--- src/rtl/can_host_pkg.sv ---
// Shared types and defaults for the CAN host-side register bus initiator.
// The verify-phase states exist only when CAN_HOST_WR_VERIFY_EN is defined.
package can_host_pkg;

  localparam int CAN_ADDR_W   = 5;
  localparam int CAN_DATA_W   = 8;
  localparam int CAN_NUM_REGS = 31;

  typedef enum logic [2:0] {
    IDLE          = 3'd0,
    ACCESS        = 3'd1,
    GAP           = 3'd2,
    RESP          = 3'd3
`ifdef CAN_HOST_WR_VERIFY_EN
    ,
    VERIFY_ACCESS = 3'd4,
    VERIFY_GAP    = 3'd5
`endif
  } state_t;

  function automatic int max_int(input int a, input int b);
    return (a > b) ? a : b;
  endfunction

endpackage

--- src/rtl/can_host_cycle_timer.sv ---
// Loadable down-counter; done is high during the last cycle of a loaded interval.
// A load of N therefore yields exactly N cycles before done is consumed.
module can_host_cycle_timer #(
  parameter int W = 2
) (
  input  logic         clk,
  input  logic         srst,
  input  logic         load,
  input  logic [W-1:0] load_val,
  output logic         done
);

  logic [W-1:0] count_reg;

  always_ff @(posedge clk) begin
    if (srst) begin
      count_reg <= '0;
    end else if (load) begin
      count_reg <= load_val;
    end else if (count_reg != '0) begin
      count_reg <= count_reg - W'(1);
    end
  end

  assign done = (count_reg == W'(1));

endmodule

--- src/rtl/can_host_bus_master.sv ---
// Single-command initiator driving the CAN controller register bus (cs/r_neg_w/addr/wdata).
// Optional write read-back verification is compiled in with CAN_HOST_WR_VERIFY_EN.
module can_host_bus_master
  import can_host_pkg::*;
#(
  parameter int ADDR_W        = CAN_ADDR_W,
  parameter int DATA_W        = CAN_DATA_W,
  parameter int NUM_REGS      = CAN_NUM_REGS,
  parameter int ACCESS_CYCLES = 3,
  parameter int IDLE_GAP      = 1
) (
  input  logic              i_sys_clk,
  input  logic              i_reset,
  input  logic              i_cmd_valid,
  output logic              o_cmd_ready,
  input  logic              i_cmd_rnw,
  input  logic [ADDR_W-1:0] i_cmd_addr,
  input  logic [DATA_W-1:0] i_cmd_wdata,
  output logic              o_rsp_valid,
  input  logic              i_rsp_ready,
  output logic [DATA_W-1:0] o_rsp_rdata,
  output logic              o_rsp_err,
  output logic              o_cs,
  output logic              o_r_neg_w,
  output logic [ADDR_W-1:0] o_addr,
  output logic [DATA_W-1:0] o_wdata,
  input  logic [DATA_W-1:0] i_rdata
);

  localparam int CW = $clog2(max_int(ACCESS_CYCLES, IDLE_GAP) + 1);
  localparam logic [CW-1:0]   ACC_L      = CW'(ACCESS_CYCLES);
  localparam logic [CW-1:0]   GAP_L      = CW'(IDLE_GAP);
  localparam logic [ADDR_W:0] NUM_REGS_L = (ADDR_W + 1)'(NUM_REGS);

  generate
    if (ACCESS_CYCLES < 1 || IDLE_GAP < 1 || NUM_REGS > (1 << ADDR_W)) begin : g_bad_cfg
      $error("can_host_bus_master: illegal ACCESS_CYCLES/IDLE_GAP/NUM_REGS configuration");
    end
  endgenerate

  state_t            state_reg, state_next;
  logic              rnw_reg, rnw_next;
  logic              cs_reg, cs_next;
  logic              bus_rnw_reg, bus_rnw_next;
  logic [ADDR_W-1:0] addr_reg, addr_next;
  logic [DATA_W-1:0] wdata_reg, wdata_next;
  logic [DATA_W-1:0] rdata_reg, rdata_next;
  logic              err_reg, err_next;
  logic              timer_load;
  logic [CW-1:0]     timer_val;
  logic              timer_done;

  can_host_cycle_timer #(.W(CW)) u_timer (
    .clk      (i_sys_clk),
    .srst     (i_reset),
    .load     (timer_load),
    .load_val (timer_val),
    .done     (timer_done)
  );

  always_ff @(posedge i_sys_clk) begin
    if (i_reset) begin
      state_reg   <= IDLE;
      rnw_reg     <= 1'b0;
      cs_reg      <= 1'b0;
      bus_rnw_reg <= 1'b0;
      addr_reg    <= '0;
      wdata_reg   <= '0;
      rdata_reg   <= '0;
      err_reg     <= 1'b0;
    end else begin
      state_reg   <= state_next;
      rnw_reg     <= rnw_next;
      cs_reg      <= cs_next;
      bus_rnw_reg <= bus_rnw_next;
      addr_reg    <= addr_next;
      wdata_reg   <= wdata_next;
      rdata_reg   <= rdata_next;
      err_reg     <= err_next;
    end
  end

  always_comb begin
    state_next   = state_reg;
    rnw_next     = rnw_reg;
    cs_next      = cs_reg;
    bus_rnw_next = bus_rnw_reg;
    addr_next    = addr_reg;
    wdata_next   = wdata_reg;
    rdata_next   = rdata_reg;
    err_next     = err_reg;
    timer_load   = 1'b0;
    timer_val    = ACC_L;

    case (state_reg)
      IDLE: begin
        if (i_cmd_valid) begin
          if ({1'b0, i_cmd_addr} < NUM_REGS_L) begin
            rnw_next     = i_cmd_rnw;
            addr_next    = i_cmd_addr;
            wdata_next   = i_cmd_wdata;
            cs_next      = 1'b1;
            bus_rnw_next = i_cmd_rnw;
            timer_load   = 1'b1;
            timer_val    = ACC_L;
            state_next   = ACCESS;
          end else begin
            // Out-of-range index: answer immediately without touching the bus.
            err_next   = 1'b1;
            rdata_next = '0;
            state_next = RESP;
          end
        end
      end

      ACCESS: begin
        if (timer_done) begin
          rdata_next   = rnw_reg ? i_rdata : '0;
          err_next     = 1'b0;
          cs_next      = 1'b0;
          bus_rnw_next = 1'b0;
          timer_load   = 1'b1;
          timer_val    = GAP_L;
          state_next   = GAP;
        end
      end

      GAP: begin
        if (timer_done) begin
`ifdef CAN_HOST_WR_VERIFY_EN
          if (!rnw_reg) begin
            cs_next      = 1'b1;
            bus_rnw_next = 1'b1;
            timer_load   = 1'b1;
            timer_val    = ACC_L;
            state_next   = VERIFY_ACCESS;
          end else begin
            state_next = RESP;
          end
`else
          state_next = RESP;
`endif
        end
      end

`ifdef CAN_HOST_WR_VERIFY_EN
      VERIFY_ACCESS: begin
        if (timer_done) begin
          rdata_next   = i_rdata;
          err_next     = (i_rdata != wdata_reg);
          cs_next      = 1'b0;
          bus_rnw_next = 1'b0;
          timer_load   = 1'b1;
          timer_val    = GAP_L;
          state_next   = VERIFY_GAP;
        end
      end

      VERIFY_GAP: begin
        if (timer_done) begin
          state_next = RESP;
        end
      end
`endif

      RESP: begin
        if (i_rsp_ready) begin
          err_next   = 1'b0;
          state_next = IDLE;
        end
      end

      default: begin
        state_next = IDLE;
      end
    endcase
  end

  assign o_cmd_ready = (state_reg == IDLE);
  assign o_rsp_valid = (state_reg == RESP);
  assign o_rsp_rdata = rdata_reg;
  assign o_rsp_err   = err_reg;
  assign o_cs        = cs_reg;
  assign o_r_neg_w   = bus_rnw_reg;
  assign o_addr      = addr_reg;
  assign o_wdata     = wdata_reg;

endmodule
--- config.mk ---
export PLATFORM = sky130hd
export DESIGN_NAME = can_host_bus_master
export DESIGN_NICKNAME = d
export VERILOG_FILES = /design/src/rtl/can_host_pkg.sv /design/src/rtl/can_host_cycle_timer.sv /design/src/rtl/can_host_bus_master.sv
export SDC_FILE = /design/constraint.sdc
export NUM_CORES = 1
export LEC_CHECK = 0
export CAP_MARGIN = 20
export CORE_MARGIN = 2
export CORE_UTILIZATION = 28
export DETAILED_ROUTE_END_ITERATION = 12
export RECOVER_POWER = 50
export SYNTH_ARGS = -nofsm -noshare
export SYNTH_HDL_FRONTEND = slang
export SYNTH_SLANG_ARGS = --single-unit
export TNS_END_PERCENT = 5
--- constraint.sdc ---
create_clock -name i_sys_clk -period 1.7 [get_ports i_sys_clk]
set_input_delay 0.34 -clock i_sys_clk [delete_from_list [all_inputs] [get_ports i_sys_clk]]
set_output_delay 0.34 -clock i_sys_clk [all_outputs]
set_load 0.03 [all_outputs]
==> impl_metrics.env, run 1 <==
export IMPL_status="finished, violations left"
export IMPL_violations="setup timing"
export IMPL_yosysUniqueCellTypes=31
export IMPL_wl_per_cell_um=11.5
export IMPL_pin_count=52
export IMPL_ir_drop_uv=605
export IMPL_period_needed_ns=1.76
export IMPL_clockBufferDepth=2
export IMPL_hold_buffers=0
export IMPL_pwr_share_comb=0.574
export IMPL_finalInstanceArea_um2=2240
export IMPL_vias_per_cell=4.52
export IMPL_clock_sinks=29
export IMPL_synth_edf_count=0
export IMPL_grt_pass1_wl_um=5450
export IMPL_post_route_util=0.478
export IMPL_route_vias_total=1279
export IMPL_diodes=0
export IMPL_hold_viol_final=0
export IMPL_drc=0
export IMPL_numCtsBuffers=5
export IMPL_grt_overflow_total=0
export IMPL_finClkSkew_ns=0.000833
export IMPL_layout_setup_ws_ns=-0.0618
export IMPL_rr_endpoint="o_r_neg_w$_SDFFE_PP0P_"
export IMPL_grt_pass1_vias=1234
export IMPL_power_mw=3.43
export IMPL_gp_routability_congestion=0.747
export IMPL_crit_arrival_ns=1.97
export IMPL_htree_levels=2
export IMPL_max_freq_ghz=0.568
export IMPL_whs_path_depth=2
export IMPL_ys_ff_latch=29
export IMPL_nets=261
export IMPL_syn_nets=180
export IMPL_ys_seq_area_frac=0.428
export IMPL_p_int_mw=2.17
export IMPL_r2r_cells=6
export IMPL_syn_inst=147
export IMPL_area_growth_pct=65.7
export IMPL_final_setup_viol_count=1
export IMPL_first_pass_iters=4
export IMPL_rsz0062_at_grt="yes"
export IMPL_clockRootBuffer="clkbuf_8"
export IMPL_tightest_slew_ns=0.533
export IMPL_dp_hpwl_um=2400
export IMPL_hold_path_end="o_rsp_rdata[4]$_SDFFE_PP0P_"
export IMPL_p_sw_frac=0.369
export IMPL_drt_iter0_markers=41
export IMPL_fillers=484
export IMPL_yosysWarnings=0
export IMPL_ant_nets=0
export IMPL_slew_viol_final=0
export IMPL_reg2reg_from="state_reg[1]$_SDFFE_PP0P_"
export IMPL_clk_latency_ns=0.27
export IMPL_start_util=0.289
export IMPL_crit_path_max_fanout=5
export IMPL_cp_end_kind="flip-flop"
export IMPL_crit_type="reg -> reg"
export IMPL_grt_util_all_layers=0.132
export IMPL_ys_flop_type="dfxtp_1"
export IMPL_drive_above_1_share=0.197
export IMPL_die_area_um2=5410
export IMPL_p_leak_nw=0.978
export IMPL_min_from="o_rsp_rdata[4]$_SDFFE_PP0P_"
export IMPL_cp_required_ns=1.91
export IMPL_syn_area_um2=1360
export IMPL_place_ws_ns=-0.261
export IMPL_fp_dieW_um=73.6
export IMPL_cellPowerDensity_nw_per_um2=1530
export IMPL_pwr_share_clk=0.156
export IMPL_placed_area_um2=2160
export IMPL_grt_max_degree=17
export IMPL_hp_class="reg -> reg"
export IMPL_relSlewSlack=0.643
export IMPL_power_net_switching_mw=1.27
export IMPL_die_y_um=73.6
export IMPL_avgSynthCellArea_um2=9.22
export IMPL_clk_pin_slew_ns=0.06
export IMPL_cts_tree="built"
export IMPL_wl_um=3240
export IMPL_fin_crit_sh=1.04
export IMPL_core_rowCount=25
export IMPL_r2r_slack_ns=-0.06
export IMPL_io_buffers=51
export IMPL_start_kind="flip-flop"
export IMPL_drv_cap=0
export IMPL_seqPwrFrac=0.270
export IMPL_synthArstFlopShare=0
export IMPL_core_um2=4690
export IMPL_antenna_found_initial=0
-- kinds of logic after synthesis --
logic type	share of synthesized area
flops	0.428
compound gates	0.0914
buf+inv	0.0295
mux	0.149
xor+xnor	0.00646
fa+ha+maj	0.0646
simple gates	0.231
-- timing repair --
| action | 4_1_cts | 5_1_grt |
|---|---|---|
| pin swaps | 0 | 1 |
| setup buffers | 0 | 0 |
| gates resized for setup | 6 | 2 |
| endpoints found under the setup margin | 4 | 13 |
-- layout by cell type, fill, tap and decap left out, types with 2 or more instances in the layout --
cell | netlist | layout
inv_4 | 0 | 2
buf_4 | 0 | 25
ha_1 | 7 | 5
nand2b_1 | 10 | 10
clkbuf_2 | 0 | 2
clkbuf_1 | 3 | 6
clkdlybuf4s50_1 | 0 | 47
clkbuf_8 | 0 | 5
nor3_1 | 5 | 5
dfxtp_1 | 29 | 27
mux2i_1 | 19 | 19
inv_1 | 5 | 3
a21oi_1 | 9 | 9
nor2_1 | 24 | 24
nor2b_4 | 2 | 2
ha_4 | 0 | 2
o21ai_1 | 2 | 2
and3_1 | 2 | 2
nand2_1 | 11 | 11
-- layout make-up --
cell class / count / area (um2) / share of cell area
multi-input combinational: 108 / 778 / 0.347
timing repair buffer: 79 / 709 / 0.316
sequential: 29 / 586 / 0.261
clock buffer: 8 / 80.1 / 0.0357
tap: 54 / 67.6 / 0.0301
inverter: 5 / 23.8 / 0.0106
-- synth_stat cells (all sizes together) (3+ instances only) --
cell | instances | area (um2)
mux2i | 19 | 190
nor3 | 5 | 25.0
ha | 7 | 87.6
clkbuf | 3 | 11.3
nand2b | 10 | 62.6
nor2b | 3 | 33.8
o21ai | 3 | 15.0
dfxtp | 29 | 581
nor2 | 24 | 90.1
inv | 5 | 18.8
nand2 | 11 | 41.3
a21oi | 9 | 45.0
-- power groups by stage --
| stage | clock network, mW | registers (mW) | logic [mW] |
|---|---|---|---|
| global route | 0.600 | 0.944 | 2.16 |
| detailed placement | 0 | 0.935 | 1.98 |
| finish | 0.535 | 0.927 | 1.97 |
| floorplan | 0 | 1.13 | 0.948 |
| global placement | 0 | 0.932 | 1.96 |
| CTS | 0.567 | 0.931 | 2.03 |
-- through the flow --
stage,setup TNS (ns),hold slack [ns],cells
final,-0.0618,0.473,283
after floorplan,-0.0606,0.452,147
after CTS,-0.0663,0.479,283
after detailed placement,-2.68,0.468,275
after global routing,-0.585,0.502,283
after global placement,-2.37,0.462,275
-- metal layers --
layer	vias up	share of wire	GRT usage
li1	666	-	-
met1	577	0.46	0.160
met2	34	0.47	0.213
met3	2	0.064	0.0549
met4	0	0.0055	0.0364
met5	-	0	0
-- worst max-delay path by stage --
stage | startpoint | end | slack, ns | cells after the start
2_1_floorplan | state_reg[0]$_SDFFE_PP0P_ | o_r_neg_w$_SDFFE_PP0P_ | -0.06 | 6
3_3_place_gp | i_cmd_valid | o_r_neg_w$_SDFFE_PP0P_ | -0.25 | 5
3_5_place_dp | i_cmd_valid | o_r_neg_w$_SDFFE_PP0P_ | -0.26 | 5
4_1_cts | state_reg[0]$_SDFFE_PP0P_ | o_r_neg_w$_SDFFE_PP0P_ | -0.07 | 6
5_1_grt | state_reg[0]$_SDFFE_PP0P_ | o_r_neg_w$_SDFFE_PP0P_ | -0.13 | 6
6_report | state_reg[1]$_SDFFE_PP0P_ | o_r_neg_w$_SDFFE_PP0P_ | -0.06 | 6
-- worst max-delay path, stage by stage (launching register included) --
cell	delay [ns]
dfxtp_2	0.35
inv_4	0.05
ha_4	0.16
nor2b_4	0.12
or3_4	0.39
or4b_1	0.50
a21oi_1	0.12
No activity file was read; power rests on OpenSTA's default activity.
==> run 2: changes to the inputs <==
Settings changed: ABC_AREA from default to 0.
==> results of run 2 <==
No change in the layout: final DEF, timing and power equal those of run 1.
